<file path="src/rtl/mux2_share_arbiter_if.sv">
// mux2_share_arbiter_if: request/data inputs and grant/mux outputs of the shared 2:1 channel
interface mux2_share_arbiter_if #(parameter int WIDTH = 8);
  logic             req0;
  logic             req1;
  logic [WIDTH-1:0] in0;
  logic [WIDTH-1:0] in1;
  logic             gnt0;
  logic             gnt1;
  logic             sel;
  logic [WIDTH-1:0] out;
  logic             out_valid;
  modport master (output req0, req1, in0, in1, input gnt0, gnt1, sel, out, out_valid);
  modport slave (input req0, req1, in0, in1, output gnt0, gnt1, sel, out, out_valid);
endinterface

</file>
<file path="src/rtl/mux2_share_arbiter.sv">
// mux2_share_arbiter: round-robin owner of a 2:1 mux with a per-source burst limit
module mux2_share_arbiter #(
  parameter int WIDTH     = 8,
  parameter int MAX_BURST = 4
) (
  input logic                clock,
  input logic                reset,
  mux2_share_arbiter_if.slave bus
);
  localparam int CW = $clog2(MAX_BURST + 1);
  localparam logic [CW-1:0] MAXC = CW'(MAX_BURST);
  typedef enum logic [1:0] {IDLE, G0, G1} state_t;
  state_t          state, state_n;
  logic [CW-1:0]   cnt, cnt_n;
  logic            last, last_n;
  logic            sel_q, sel_n;
  logic [WIDTH-1:0] mux;
  logic            full;
  assign full = cnt == MAXC;
  always_ff @(posedge clock or posedge reset) begin
    if (reset) begin
      state <= IDLE;
      cnt   <= '0;
      last  <= 1'b1;
      sel_q <= 1'b0;
    end else begin
      state <= state_n;
      cnt   <= cnt_n;
      last  <= last_n;
      sel_q <= sel_n;
    end
  end
  always_comb begin
    state_n = state;
    case (state)
      IDLE:    state_n = (bus.req0 && bus.req1) ? (last ? G0 : G1) :
                         bus.req0 ? G0 : bus.req1 ? G1 : IDLE;
      G0:      state_n = !bus.req0 ? (bus.req1 ? G1 : IDLE) : (full && bus.req1) ? G1 : G0;
      G1:      state_n = !bus.req1 ? (bus.req0 ? G0 : IDLE) : (full && bus.req0) ? G0 : G1;
      default: state_n = IDLE;
    endcase
    // a new owner restarts the burst; a lone owner wraps back to 1 instead of overflowing
    cnt_n  = (state_n == IDLE) ? '0 :
             (state_n != state) ? CW'(1) : full ? CW'(1) : cnt + 1'b1;
    last_n = (state_n != state && state_n != IDLE) ? (state_n == G1) : last;
    sel_n  = (state_n != state && state_n != IDLE) ? (state_n == G1) : sel_q;
  end
  assign mux           = sel_q ? bus.in1 : bus.in0;
  assign bus.out       = mux;
  assign bus.sel       = sel_q;
  assign bus.gnt0      = state == G0;
  assign bus.gnt1      = state == G1;
  assign bus.out_valid = state != IDLE;
endmodule

</file>
<file path="src/flat_wrapper.sv">
// flat-port wrapper written by rule: the top's interface ports become plain ports
module mux2_share_arbiter_flat 
#(
  parameter int WIDTH     = 8,
  parameter int MAX_BURST = 4
)
  (clock, reset, bus_req0, bus_req1, bus_in0, bus_in1, bus_gnt0, bus_gnt1, bus_sel, bus_out, bus_out_valid);
  mux2_share_arbiter_if #(.WIDTH(WIDTH)) bus_i ();
  input logic clock;
  input logic reset;
  input wire logic [$bits(bus_i.req0)-1:0] bus_req0;
  input wire logic [$bits(bus_i.req1)-1:0] bus_req1;
  input wire logic [$bits(bus_i.in0)-1:0] bus_in0;
  input wire logic [$bits(bus_i.in1)-1:0] bus_in1;
  output wire logic [$bits(bus_i.gnt0)-1:0] bus_gnt0;
  output wire logic [$bits(bus_i.gnt1)-1:0] bus_gnt1;
  output wire logic [$bits(bus_i.sel)-1:0] bus_sel;
  output wire logic [$bits(bus_i.out)-1:0] bus_out;
  output wire logic [$bits(bus_i.out_valid)-1:0] bus_out_valid;
  assign bus_i.req0 = bus_req0;
  assign bus_i.req1 = bus_req1;
  assign bus_i.in0 = bus_in0;
  assign bus_i.in1 = bus_in1;
  assign bus_gnt0 = bus_i.gnt0;
  assign bus_gnt1 = bus_i.gnt1;
  assign bus_sel = bus_i.sel;
  assign bus_out = bus_i.out;
  assign bus_out_valid = bus_i.out_valid;
  mux2_share_arbiter #(.WIDTH(WIDTH), .MAX_BURST(MAX_BURST)) u_core (.clock(clock), .reset(reset), .bus(bus_i));
endmodule
</file>
<file path="config.mk">
export PLATFORM = sky130hd
export DESIGN_NAME = mux2_share_arbiter_flat
export DESIGN_NICKNAME = d
export VERILOG_FILES = /design/src/rtl/mux2_share_arbiter_if.sv /design/src/rtl/mux2_share_arbiter.sv /design/src/flat_wrapper.sv
export SDC_FILE = /design/constraint.sdc
export NUM_CORES = 1
export LEC_CHECK = 0
export CORE_MARGIN = 1
export CORE_UTILIZATION = 40
export CTS_CLUSTER_SIZE = 14
export DETAILED_ROUTE_END_ITERATION = 10
export PLACE_DENSITY = 0.83
export SLEW_MARGIN = 30
export SYNTH_ARGS = -nofsm -noshare
export SYNTH_HDL_FRONTEND = slang
export SYNTH_SLANG_ARGS = --single-unit
</file>
<file path="constraint.sdc">
create_clock -name clock -period 2.42 [get_ports clock]
set_input_delay 0.484 -clock clock [delete_from_list [all_inputs] [get_ports clock]]
set_output_delay 0.484 -clock clock [all_outputs]
set_load 0.005 [all_outputs]
</file>
# ---- Yosys cells after proc, flatten, opt, wreduce, memory -nomap -nowiden
# Cells that the tools add are included.
dict set report op_classes {
  add_sub_neg 1
  n_eq_ne 5
  n_mux 14
  n_reduce_logical 8
}
# operator count
set ops {}
lappend ops {{$mux W2} 8}
lappend ops {{$mux W3} 3}
lappend ops {{$mux W8} 1}
lappend ops {{$pmux W2 S3} 1}
lappend ops {{$eq A2 B2 Y1 const B} 2}
lappend ops {{$logic_and A1 B1 Y1} 4}
lappend ops {{$logic_not A2 Y1} 2}
lappend ops {{$reduce_bool A2 Y1} 2}
lappend ops {{$add A3 B1 Y3 const B} 1}
lappend ops {{$eq A3 B3 Y1 const B} 1}
lappend ops {{$eq A2 B1 Y1 const B} 1}
lappend ops {{$ne A2 B2 Y1} 1}
lappend ops {{$mux W1} 1}
dict set report totals {
  ff_bits 7
  in_bits 20
  elab_cells 32
}

# ---- Logic depth before layout (Yosys ltp)
dict set report depth {
  word_depth 8
  mapped_depth 5
  mapped_depth_nobuf 5
}

# ---- Least setup slack after synthesis
# Ideal clock, no wire load.
dict set report synth_timing {
  kind {flip-flop to output port}
  from {register u_core.sel_q, in the netlist u_core.bus.sel}
  to {output bus_out[0]}
  arrival_time_ps 882
  setup_slack_ps 1054
  stages_incl_launch_ff 3
  path_cell_list {dfrtp_1 -> buf_2 -> mux2_2}
}
dict set report synth_via {
  elab_chain_len 1
}
# item line
set synth_lines {}
lappend synth_lines {{from (decl)} mux2_share_arbiter.sv:16} ;# logic sel_q, sel_n;
lappend synth_lines {{from (signal assigned)} mux2_share_arbiter.sv:30} ;# sel_q <= sel_n;
lappend synth_lines {{$mux W8} mux2_share_arbiter.sv:48} ;# assign mux = sel_q ? bus.in1 : bus.in0;
lappend synth_lines {{to (decl)} flat_wrapper.sv:18} ;# output wire logic [$bits(bus_i.out)-1:0] bus_out;
# Every way passes these cells.

# ---- Worst setup path after layout
dict set report layout_timing {
  from {register u_core.sel_q, in the netlist u_core.bus.sel}
  to {output bus_out[5]}
}
# Same word-level chain as after synthesis.

==> key figures <==
STA
  – Slew headroom: 0.759
  – Final hold violation count: 0
  – Worst clock skew: 7.43 ps
  – Worst Tran Pin Value: 362 ps
  – RSZ-0062 raised after global routing: false
  – Final slew viol count: 0
  – Final TNS setup: 0 ps
  – Fmax achieved: 475 MHz
  – Tmin final: 2110 ps
  – Final period util: 0.870
  – PnR worst setup slack: 314 ps
  – Final setup fails: 0

Clocking
  – Post-CTS Setup Bufs: 0
  – Worst-skew pair later-pin latency: 250 ps
  – Num CTS Buffers: 3
  – Root buffer cell: clkbuf_4
  – Clock sinks: 7
  – Post-CTS sizing: 0
  – Longest Clk Path Bufs: 2
  – CTS tree: done
  – Hold buffer count at CTS: 0
  – H-tree depth: 1
  – Worst-path clk slew: 50 ps

Final layout
  – Layout area overhead: 57.2%
  – Share of post-route cells with drive strength above 1: 0.130
  – Number of fill cells in the layout: 114
  – Commonest non-fill, non-tap cells in the layout: clkdlybuf4s50_1, inv_1, dfrtp_1, mux2_1, mux2_2
  – Nets: 115
  – ANT cells: 0
  – Commonest non-fill, non-tap cell in the layout: clkdlybuf4s50_1

Floorplanning
  – Die X: 39.8 um
  – Core area: 1320 um2
  – Die ar.: 1580 um2
  – Num ports: 32
  – Die height: 39.8 um
  – Row cnt: 13
  – Initial core utilization: 0.433

Critical path
  – WP data required: 1940 ps
  – Crit Path Max Fanout: 10
  – Worst EP arrival: 1620 ps
  – Critical path type: reg -> out
  – Critical Path Start Type: register
  – Crit. End Element: output pin

Placement
  – Buffers on Ports: 31
  – Setup slack at placement: 311 ps
  – Routability cong.: 0.788
  – Hpwl dp: 1020 um

Power and ir drop
  – Static Leak: 0.382 nW
  – Worst vdd ir: 333 uV
  – PwrDens: 543 nW/um2

Routing
  – WL per Instance: 12.0 um
  – Drt pass-1 iters: 4
  – Antenna Violating Nets Remaining: 0
  – Number of DRC markers in iteration 0: 12
  – DRT Wirelength: 1280 um
  – DRC viols: 0
  – Vias: 572
  – Drt via density: 5.35

Synth
  – Syn_nets: 83
  – Post-synthesis area per instance: 9.35 um2
  – Mapped Area: 571 um2
  – Unique cell type count in the Yosys netlist: 34
  – Seq cells post-synth: 7
  – Sequential element share of the synthesized area: 0.309
  – YS warnings: 0
  – Synth Instances: 61

Global routing
  – Total GRT Usage: 0.177
  – Number of global-route vias before repair: 491
  – Initial antenna violation count: 0
  – Total global routing overflow: 0
  – Largest net degree at the start of global routing: 12
  – First-pass GRT wire length: 1860 um

Job
  – Max-cap violations: 0

Min path
  – Hold Path Class: in -> async

Outcome
  – Status: complete, no violations
[Yosys cell counts]
library cell	instances	share of area
a211o_1	1	0.015
nand2b_1	2	0.022
a31oi_1	1	0.011
buf_6	1	0.020
dfstp_2	1	0.046
and2_1	1	0.011
o21ai_1	1	0.0088
a21o_1	2	0.026
o21bai_1	1	0.013
nor3_1	1	0.0088
a21oi_1	1	0.0088
mux2i_1	1	0.018
a32oi_1	1	0.015
a221oi_2	1	0.026
o31ai_1	2	0.026
dfrtp_1	6	0.26
nand2_2	1	0.011
or2_1	1	0.011
inv_1	6	0.039
and3_4	1	0.020
nand2_1	2	0.013
mux2_2	4	0.079
nand3_1	3	0.026
buf_2	2	0.018
nor2b_1	2	0.022
a21oi_2	1	0.015
nor2_1	2	0.013
ha_1	2	0.044
and3b_1	1	0.015
buf_4	1	0.013
o22ai_1	1	0.011
and2b_1	1	0.013
mux2_1	4	0.079
o21ai_0	2	0.018
[area by class of cell]
class                   instances  area [um2]  share of cell area
clock buffers                   4        26.3              0.0293
inverters                       6        22.5              0.0251
multi-input cells              44         343               0.382
flip-flops and latches          7         176               0.197
well taps                      15        18.8              0.0209
repair buffers                 31         310               0.346
[report_power, final]
part | internal (mW) | switching [mW] | leakage (nW)
registers | 0.139 | 0.0331 | 0.0863
logic | 0.143 | 0.0685 | 0.281
clock network | 0.0628 | 0.0409 | 0.0150
[routing by layer]
metal  part of all wire  up-vias  global-route usage
met5                  0        -                   0
met4             0.0039        0               0.103
met3               0.13        2              0.0341
met2               0.47       33               0.332
met1               0.39      260               0.175
li1                   -      277                   -
[logic make-up (layout without fill, tap and decap cells)]
family                   Yosys count  after routing  synth area share
AND/OR/NAND/NOR                   18             18             0.186
AO/OA/AOI/OAI                     15             15             0.195
buffers and inverters             10             41            0.0899
multiplexers                       9              9             0.175
flip-flops                         7              7             0.309
adder cells (fa/ha/maj)            2              2            0.0439
[registers in the layout (all words and copies together) (netlist names)]
register and cells:
u_core.last 1, u_core.state 2, u_core.cnt 3, u_core.bus.sel 1
[final timing paths]
path                                                  from                        end  slack, ps  cells past startpoint
worst max-delay path            u_core.bus.sel$_DFFE_PP0P_                 bus_out[5]        310                      2
worst min-delay path                                 reset    u_core.cnt[0]$_DFF_PP0_        460                      2
worst max register to register     u_core.cnt[0]$_DFF_PP0_  u_core.state[0]$_DFF_PP0_       1020                      5
worst min register to register     u_core.cnt[0]$_DFF_PP0_    u_core.cnt[0]$_DFF_PP0_        500                      1
max in group asynchronous                            reset    u_core.last$_DFFE_PP1P_       1680                      2
min in group clock                 u_core.cnt[0]$_DFF_PP0_    u_core.cnt[0]$_DFF_PP0_        500                      1
[metrics by stage]
stage	cells	cell area (um2)	total power, mW	util	hold WS, ps
after global routing	107	897	0.526	0.681	472
final	107	897	0.487	0.681	461
after CTS	107	897	0.494	0.681	469
after global placement	103	871	0.381	0.661	482
after floorplan	61	571	0.280	-	287
after detailed placement	103	871	0.385	0.661	488
[critical path: stages, from the launching register on]
cell and delay [ps]:
dfrtp_1 550, mux2_2 380, clkdlybuf4s50_1 450
Power figures use the tool's default switching activity.
